## config.mk

```make
export PLATFORM = sky130hd
export DESIGN_NAME = dma_bus_arbiter
export DESIGN_NICKNAME = d
export VERILOG_FILES = /design/src/rtl/dma_bus_arbiter.sv
export SDC_FILE = /design/constraint.sdc
export NUM_CORES = 1
export LEC_CHECK = 0
export ABC_AREA = 1
export CELL_PAD_IN_SITES_DETAIL_PLACEMENT = 1
export CELL_PAD_IN_SITES_GLOBAL_PLACEMENT = 1
export CORE_MARGIN = 1
export CORE_UTILIZATION = 31
export DETAILED_ROUTE_END_ITERATION = 8
export PLACE_DENSITY = 0.72
export SLEW_MARGIN = 20
export SYNTH_ARGS = -nofsm -noshare
export SYNTH_HDL_FRONTEND = slang
export SYNTH_SLANG_ARGS = --single-unit
```

## constraint.sdc

```tcl
create_clock -name sysclk -period 1.8 [get_ports sysclk]
set_input_delay 0.18 -clock sysclk [delete_from_list [all_inputs] [get_ports sysclk]]
set_output_delay 0.18 -clock sysclk [all_outputs]
set_load 0.02 [all_outputs]
```

## src/rtl/dma_bus_arbiter.sv

```systemverilog
// rtl/dma_bus_arbiter.sv - 6502 / MARIA line-DMA bus ownership sequencer
module dma_bus_arbiter #(
    parameter int GUARD   = 2,
    parameter int TURN    = 1,
    parameter int MAX_DMA = 512,
    parameter int CW      = 16
) (
    input  logic          sysclk,
    input  logic          reset,
    input  logic          dma_req,
    input  logic          dma_done,
    input  logic          cpu_cycle_end,
    input  logic          cpu_rd,
    output logic          halt_b,
    output logic          drive_AB,
    output logic          fast_clk_sel,
    output logic          dma_gnt,
    output logic          busy,
    output logic          overrun,
    output logic [CW-1:0] dma_cycles
);

    localparam int GT_MAX = (GUARD > TURN) ? GUARD : TURN;
    localparam int T_MAX  = (GT_MAX > MAX_DMA) ? GT_MAX : MAX_DMA;
    localparam int TW     = $clog2(T_MAX + 1);

    typedef enum logic [2:0] {
        S_IDLE,
        S_HALT_WAIT,
        S_SETTLE,
        S_GRANT,
        S_RELEASE
    } state_t;

    state_t        state, state_nxt;
    logic [TW-1:0] tmr, tmr_nxt;
    logic          timeout_set;

    // One shared timer: guard countdown, grant-length count, turnaround countdown.
    always_comb begin
        state_nxt   = state;
        tmr_nxt     = tmr;
        timeout_set = 1'b0;
        case (state)
            S_IDLE: begin
                if (dma_req) state_nxt = S_HALT_WAIT;
            end
            S_HALT_WAIT: begin
                if (!dma_req) begin
                    state_nxt = S_IDLE;
                end else if (cpu_cycle_end && cpu_rd) begin
                    if (GUARD == 0) begin
                        state_nxt = S_GRANT;
                        tmr_nxt   = '0;
                    end else begin
                        state_nxt = S_SETTLE;
                        tmr_nxt   = TW'(GUARD - 1);
                    end
                end
            end
            S_SETTLE: begin
                if (tmr == '0) begin
                    state_nxt = S_GRANT;
                    tmr_nxt   = '0;
                end else begin
                    tmr_nxt = tmr - 1'b1;
                end
            end
            S_GRANT: begin
                if (dma_done) begin
                    state_nxt = S_RELEASE;
                    tmr_nxt   = TW'(TURN);
                end else if (tmr == TW'(MAX_DMA - 1)) begin
                    state_nxt   = S_RELEASE;
                    tmr_nxt     = TW'(TURN);
                    timeout_set = 1'b1;
                end else begin
                    tmr_nxt = tmr + 1'b1;
                end
            end
            S_RELEASE: begin
                if (tmr == '0) state_nxt = S_IDLE;
                else           tmr_nxt   = tmr - 1'b1;
            end
            default: begin
                state_nxt = S_IDLE;
                tmr_nxt   = '0;
            end
        endcase
    end

    // Outputs are registered from the next state so they change with the state flop.
    always_ff @(posedge sysclk or posedge reset) begin
        if (reset) begin
            state        <= S_IDLE;
            tmr          <= '0;
            halt_b       <= 1'b1;
            drive_AB     <= 1'b0;
            dma_gnt      <= 1'b0;
            fast_clk_sel <= 1'b0;
            busy         <= 1'b0;
            overrun      <= 1'b0;
            dma_cycles   <= '0;
        end else begin
            state        <= state_nxt;
            tmr          <= tmr_nxt;
            halt_b       <= (state_nxt == S_IDLE);
            drive_AB     <= (state_nxt == S_GRANT);
            dma_gnt      <= (state_nxt == S_GRANT);
            fast_clk_sel <= (state_nxt == S_GRANT);
            busy         <= (state_nxt != S_IDLE);
            if (timeout_set)
                overrun <= 1'b1;
            if (state == S_GRANT)
                dma_cycles <= dma_cycles + 1'b1;
        end
    end

endmodule

```

=== After elaboration in Yosys (flattened, before gate mapping) ===
Cells that the tools add are included.

* Add/sub/neg operators: 3
* Shift-type cells: 0
* Order comparisons: 0
* Multiplexer cells: 18
* Multiply operators: 0
* Eq/ne operators: 9
* Bitwise logic cells: 1
* Div/mod/pow operators: 0
* Reduce and logical (&&, ||, !) cells: 6

{| class="wikitable"
|+ Operators with widths
! operator !! number
|-
| two-way mux 10 bit || 6
|-
| one-hot mux 10 bit (5 select lines) || 1
|-
| two-way mux 3 bit || 7
|-
| adder 16 x 1 -> 16 bit (second input constant) || 1
|-
| one-hot mux 3 bit (5 select lines) || 1
|-
| adder 10 x 1 -> 10 bit (second input constant) || 1
|-
| equality test 10 x 9 -> 1 bit (second input constant) || 1
|-
| zero test 10 bit || 1
|-
| subtractor 10 x 1 -> 10 bit (second input constant) || 1
|-
| equality test 3 x 2 -> 1 bit (second input constant) || 3
|-
| zero test 3 bit || 2
|-
| inequality test 2 bit (second input constant) || 3
|-
| AND reduction 4 bit || 1
|-
| equality test 3 x 1 -> 1 bit (second input constant) || 1
|-
| equality test 3 bit (second input constant) || 1
|-
| two-way mux 1 bit || 3
|-
| nonzero test 3 bit || 1
|-
| logical AND 1 bit || 1
|-
| NOT 1 bit || 1
|}

* Memory bits (writable): 0
* Register bits after elaboration: 33
* Memories: 0
* Latch bits: 0
* ROM bits: 0

=== Depth between registers and ports, before layout ===
* Word-level depth: 5
* Gate-level depth with buffers: 11
* Mapped depth without buffers: 11

=== Worst setup path before layout ===
OpenSTA, ideal clock, no wires.

* Path kind: reg2reg
* Start point: reg dma_cycles[0]
* End point: reg dma_cycles[14]
* Path slack: 269 ps
* Period minus slack after synthesis: 1,531 ps
* Path buffers: 0
* Stages on the path, launching flop included: 8
* Arrival time: 1,408 ps
* Cells stage by stage: dfrtp_1 > ha_1 > nand3_1 > nor2_4 > nand2_1 > nor2_2 > nand3b_1 > xor2_1

* Longest elaborated chain between the ends: 1

{| class="wikitable"
|+ Ends and longest elaborated chain
! what !! line !! text
|-
| start: declaration || 20 || <nowiki>output logic [CW-1:0] dma_cycles</nowiki>
|-
| start signal: assignment || 115 || <nowiki>dma_cycles <= dma_cycles + 1'b1;</nowiki>
|-
| adder 16 x 1 -> 16 bit || 115 ||
|}

No other way between the ends.
A chain may end at the register's enable or synchronous reset.

=== Final worst setup path ===
* Start point: reg tmr[0]
* End point: reg tmr[7]

* Longest elaborated chain between the ends: 4
* Elaborated cells on any way between the ends: 11
* Those cells by class: add/sub (2); eq/ne (2); mux (5); reduce/logical (2)

{| class="wikitable"
|+ Ends and longest elaborated chain
! what !! line !! text
|-
| start: declaration || 36 || <nowiki>logic [TW-1:0] tmr, tmr_nxt;</nowiki>
|-
| start signal: assignment || 106 || <nowiki>tmr <= tmr_nxt;</nowiki>
|-
| adder 10 x 1 -> 10 bit / equality test 10 x 9 -> 1 bit (equally long branches) || 78, 73 ||
|-
| two-way mux 10 bit || 73 || <nowiki>end else if (tmr == TW'(MAX_DMA - 1)) begin</nowiki>
|-
| two-way mux 10 bit || 70 || <nowiki>if (dma_done) begin</nowiki>
|-
| one-hot mux 10 bit (5 select lines) || 44 || <nowiki>case (state)</nowiki>
|}

Several ways; a longest one is shown, not always the timed one. The select of a mux whose other input is x is not followed.

==> results.toml <==
[detailed_routing]
wl_met2_um = 2620
ant_nets = 0
drc = 3
wl_um = 5380
avgRoutedWirePerCell_um = 13.2
vias_per_cell = 4.66
drt-initial-drc-count = 56
first_pass_iters = 6
top_layer = "met4"
wl_met3_um = 144
vias = 1898
m1WireLength_um = 2550

[finish]
layout_commonest_cell = "nand2_1"
nets = 339
nFillCells = 809
stdcell_count = 407
layout.core_utilization_pct = 40.6
layout-drive-gt1-share_pct = 14.5
area_delta_synth_final_pct = 23.5
most-common-layout-cells = "nand2_1 (98), inv_1 (43), dfrtp_1 (30)"
num_antenna_cells = 0

[clock_network]
clkLatencyLatePin_ps = 280
clockBufferDepth = 2
root_buffer = "clkbuf_8"
htree_levels = 2
postCtsSetupBuffers = 0
numCtsBuffers = 5
cts.clk_slew.worst_paths_ps = 70
cts_tree = "yes"
clock-sinks = 33
holdBufCountCts = 0

[worst_setup_path]
path_class = "flip-flop to flip-flop"
cp-end-kind = "flip-flop"
crit_required_ps = 1980
start_kind = "flip-flop"
arrival_ps = 1860
cp_max_fo = 8

[logic_synthesis]
yosysSeqAreaShare_pct = 38.8
syn_nets = 303
postSynthAreaPerCell_um2 = 7.28
yosys_warnings = 0
syn_area_um2 = 2130
synth_cells = 293
ys_types = 31
ys_ff_latch = 33

[hold_path]
hold_class = "input pin to async pin"

[pwr]
ir_drop_mv = 0.442
p_leak_nw = 1.34
powerDensity_nw_per_um2 = 1390

[die]
dieHeight_um = 84.9
io-pin-count = 28
start_util_pct = 32.8
fp-row-count = 29
dieArea_um2 = 7210
core_area_um2 = 6490
die_w_um = 84.9

[placement]
routabilityCongestion = 0.857
dp.cells = 399
port_buffers = 27
hpwlAfterDp_um = 4190

[sta]
period_share_pct = 93.2
max_freq_mhz = 596
worst_hold_slack_ps = 288
hold_viol_final = 0
drv_slew = 0
period_needed_ps = 1680
finalSetupViolCount = 0
fin_skew_ps = 3.66
setup-tns-final_ps = 0
tightestPinTransition_ps = 440
slew_headroom_pct = 70.7
rsz0062_at_grt = "no"

[global_routing]
grt_pass1_wl_um = 9260
grt_max_degree = 34
grt_pass1_vias = 1962
antenna_found_initial = 0
globalRouteOverflowTotal = 0
grt_usage_pct = 16.2

[outcome]
status = "finished with violations"
violations = "design-rule violations"

[job]
drv_cap = 0
==> synth_stat cells (all sizes together) <==
| library cell | n | area share [%] |
|---|---|---|
| nor2 | 31 | 8.3 |
| nand4 | 5 | 1.5 |
| dfrtp | 32 | 38 |
| dfstp | 1 | 1.2 |
| buf | 4 | 1.6 |
| nand3 | 26 | 7.4 |
| nand3b | 3 | 1.1 |
| nand2 | 103 | 19 |
| nor3 | 4 | 1.2 |
| inv | 49 | 8.6 |
| ha | 4 | 2.3 |
| or2 | 2 | 0.59 |
| xnor2 | 2 | 0.82 |
| a21oi | 2 | 0.47 |
| o211ai | 1 | 0.35 |
| xor2 | 11 | 4.5 |
| o31ai | 2 | 0.70 |
| o21bai | 1 | 0.35 |
| o21ai | 10 | 2.5 |
==> worst paths after layout <==
check | start | end | slack [ps] | cells past startpoint
min in group sysclk | overrun$_DFFE_PP0P_ | overrun$_DFFE_PP0P_ | 510 | 1
max in group asynchronous | reset | halt_b$_DFF_PP1_ | 1160 | 3
setup reg to reg | tmr[0]$_DFFE_PP0P_ | tmr[7]$_DFFE_PP0P_ | 120 | 11
hold reg to reg | overrun$_DFFE_PP0P_ | overrun$_DFFE_PP0P_ | 510 | 1
hold / removal | reset | dma_cycles[13]$_DFFE_PP0P_ | 290 | 3
setup / recovery | tmr[0]$_DFFE_PP0P_ | tmr[7]$_DFFE_PP0P_ | 120 | 11
==> kinds of logic after synthesis <==
family,share of synthesized area [%]
and+or+nand+nor,38.9
buffers and inverters,10.2
xor gates and xnor gates,5.34
AOI/OAI and AO/OA,4.40
DFF,38.8
adders and majority gates,2.35
==> final cells by class <==
class	instances	area [um2]	share of cell area, %
clock buffers	7	86.3	3.28
clock inverters	1	30.0	1.14
inverters	49	184	6.98
multi-input cells	207	1090	41.5
flip-flops and latches	33	830	31.5
well taps	77	96.3	3.66
repair buffers	33	315	12.0
==> state kept, by name, summed over array words and instances, names as in the netlist <==
signal and flops:
dma_gnt 1, dma_cycles 16, overrun 1, busy 1, halt_b 1, state 3, tmr 10
==> worst max-delay path, cell delays in order (launching register included) <==
cell     delay, ps
dfrtp_2        450
inv_2          100
ha_1           150
nand3_1         90
nor2_2         130
nand2_1        130
nand2_2        110
nand2_2        140
nand2_1        120
nand2_1         50
nand2_1         50
nand2_1         40
==> power breakdown <==
part	internal (mW)	total (mW)	switching, mW
logic	0.658	1.77	1.11
clock network	0.452	0.739	0.287
registers	0.920	1.14	0.222
total	2.03	3.65	1.62
==> per-layer routing <==
metal	global-route usage, %	vias to the layer above
met4	5.55	0
met3	3.50	4
met5	0	-
met2	28.0	26
li1	-	963
met1	20.1	905
==> per-stage QoR <==
| stage | setup WS (ps) | area, um2 | total power [mW] |
|---|---|---|---|
| after global placement | 81.8 | 2510 | 2.88 |
| after CTS | 39.8 | 2630 | 3.70 |
| after global routing | 4.73 | 2630 | 3.96 |
| after detailed placement | -4.31 | 2510 | 2.91 |
| after floorplan | 269 | 2130 | 2.34 |
| final | 123 | 2630 | 3.65 |
==> timing repair <==
action / CTS / global route
hold endpoints to repair: 0 / 0
gates resized for setup: 1 / 4
endpoints found under the setup margin: 2 / 8
Power figures use the tool's default switching activity.
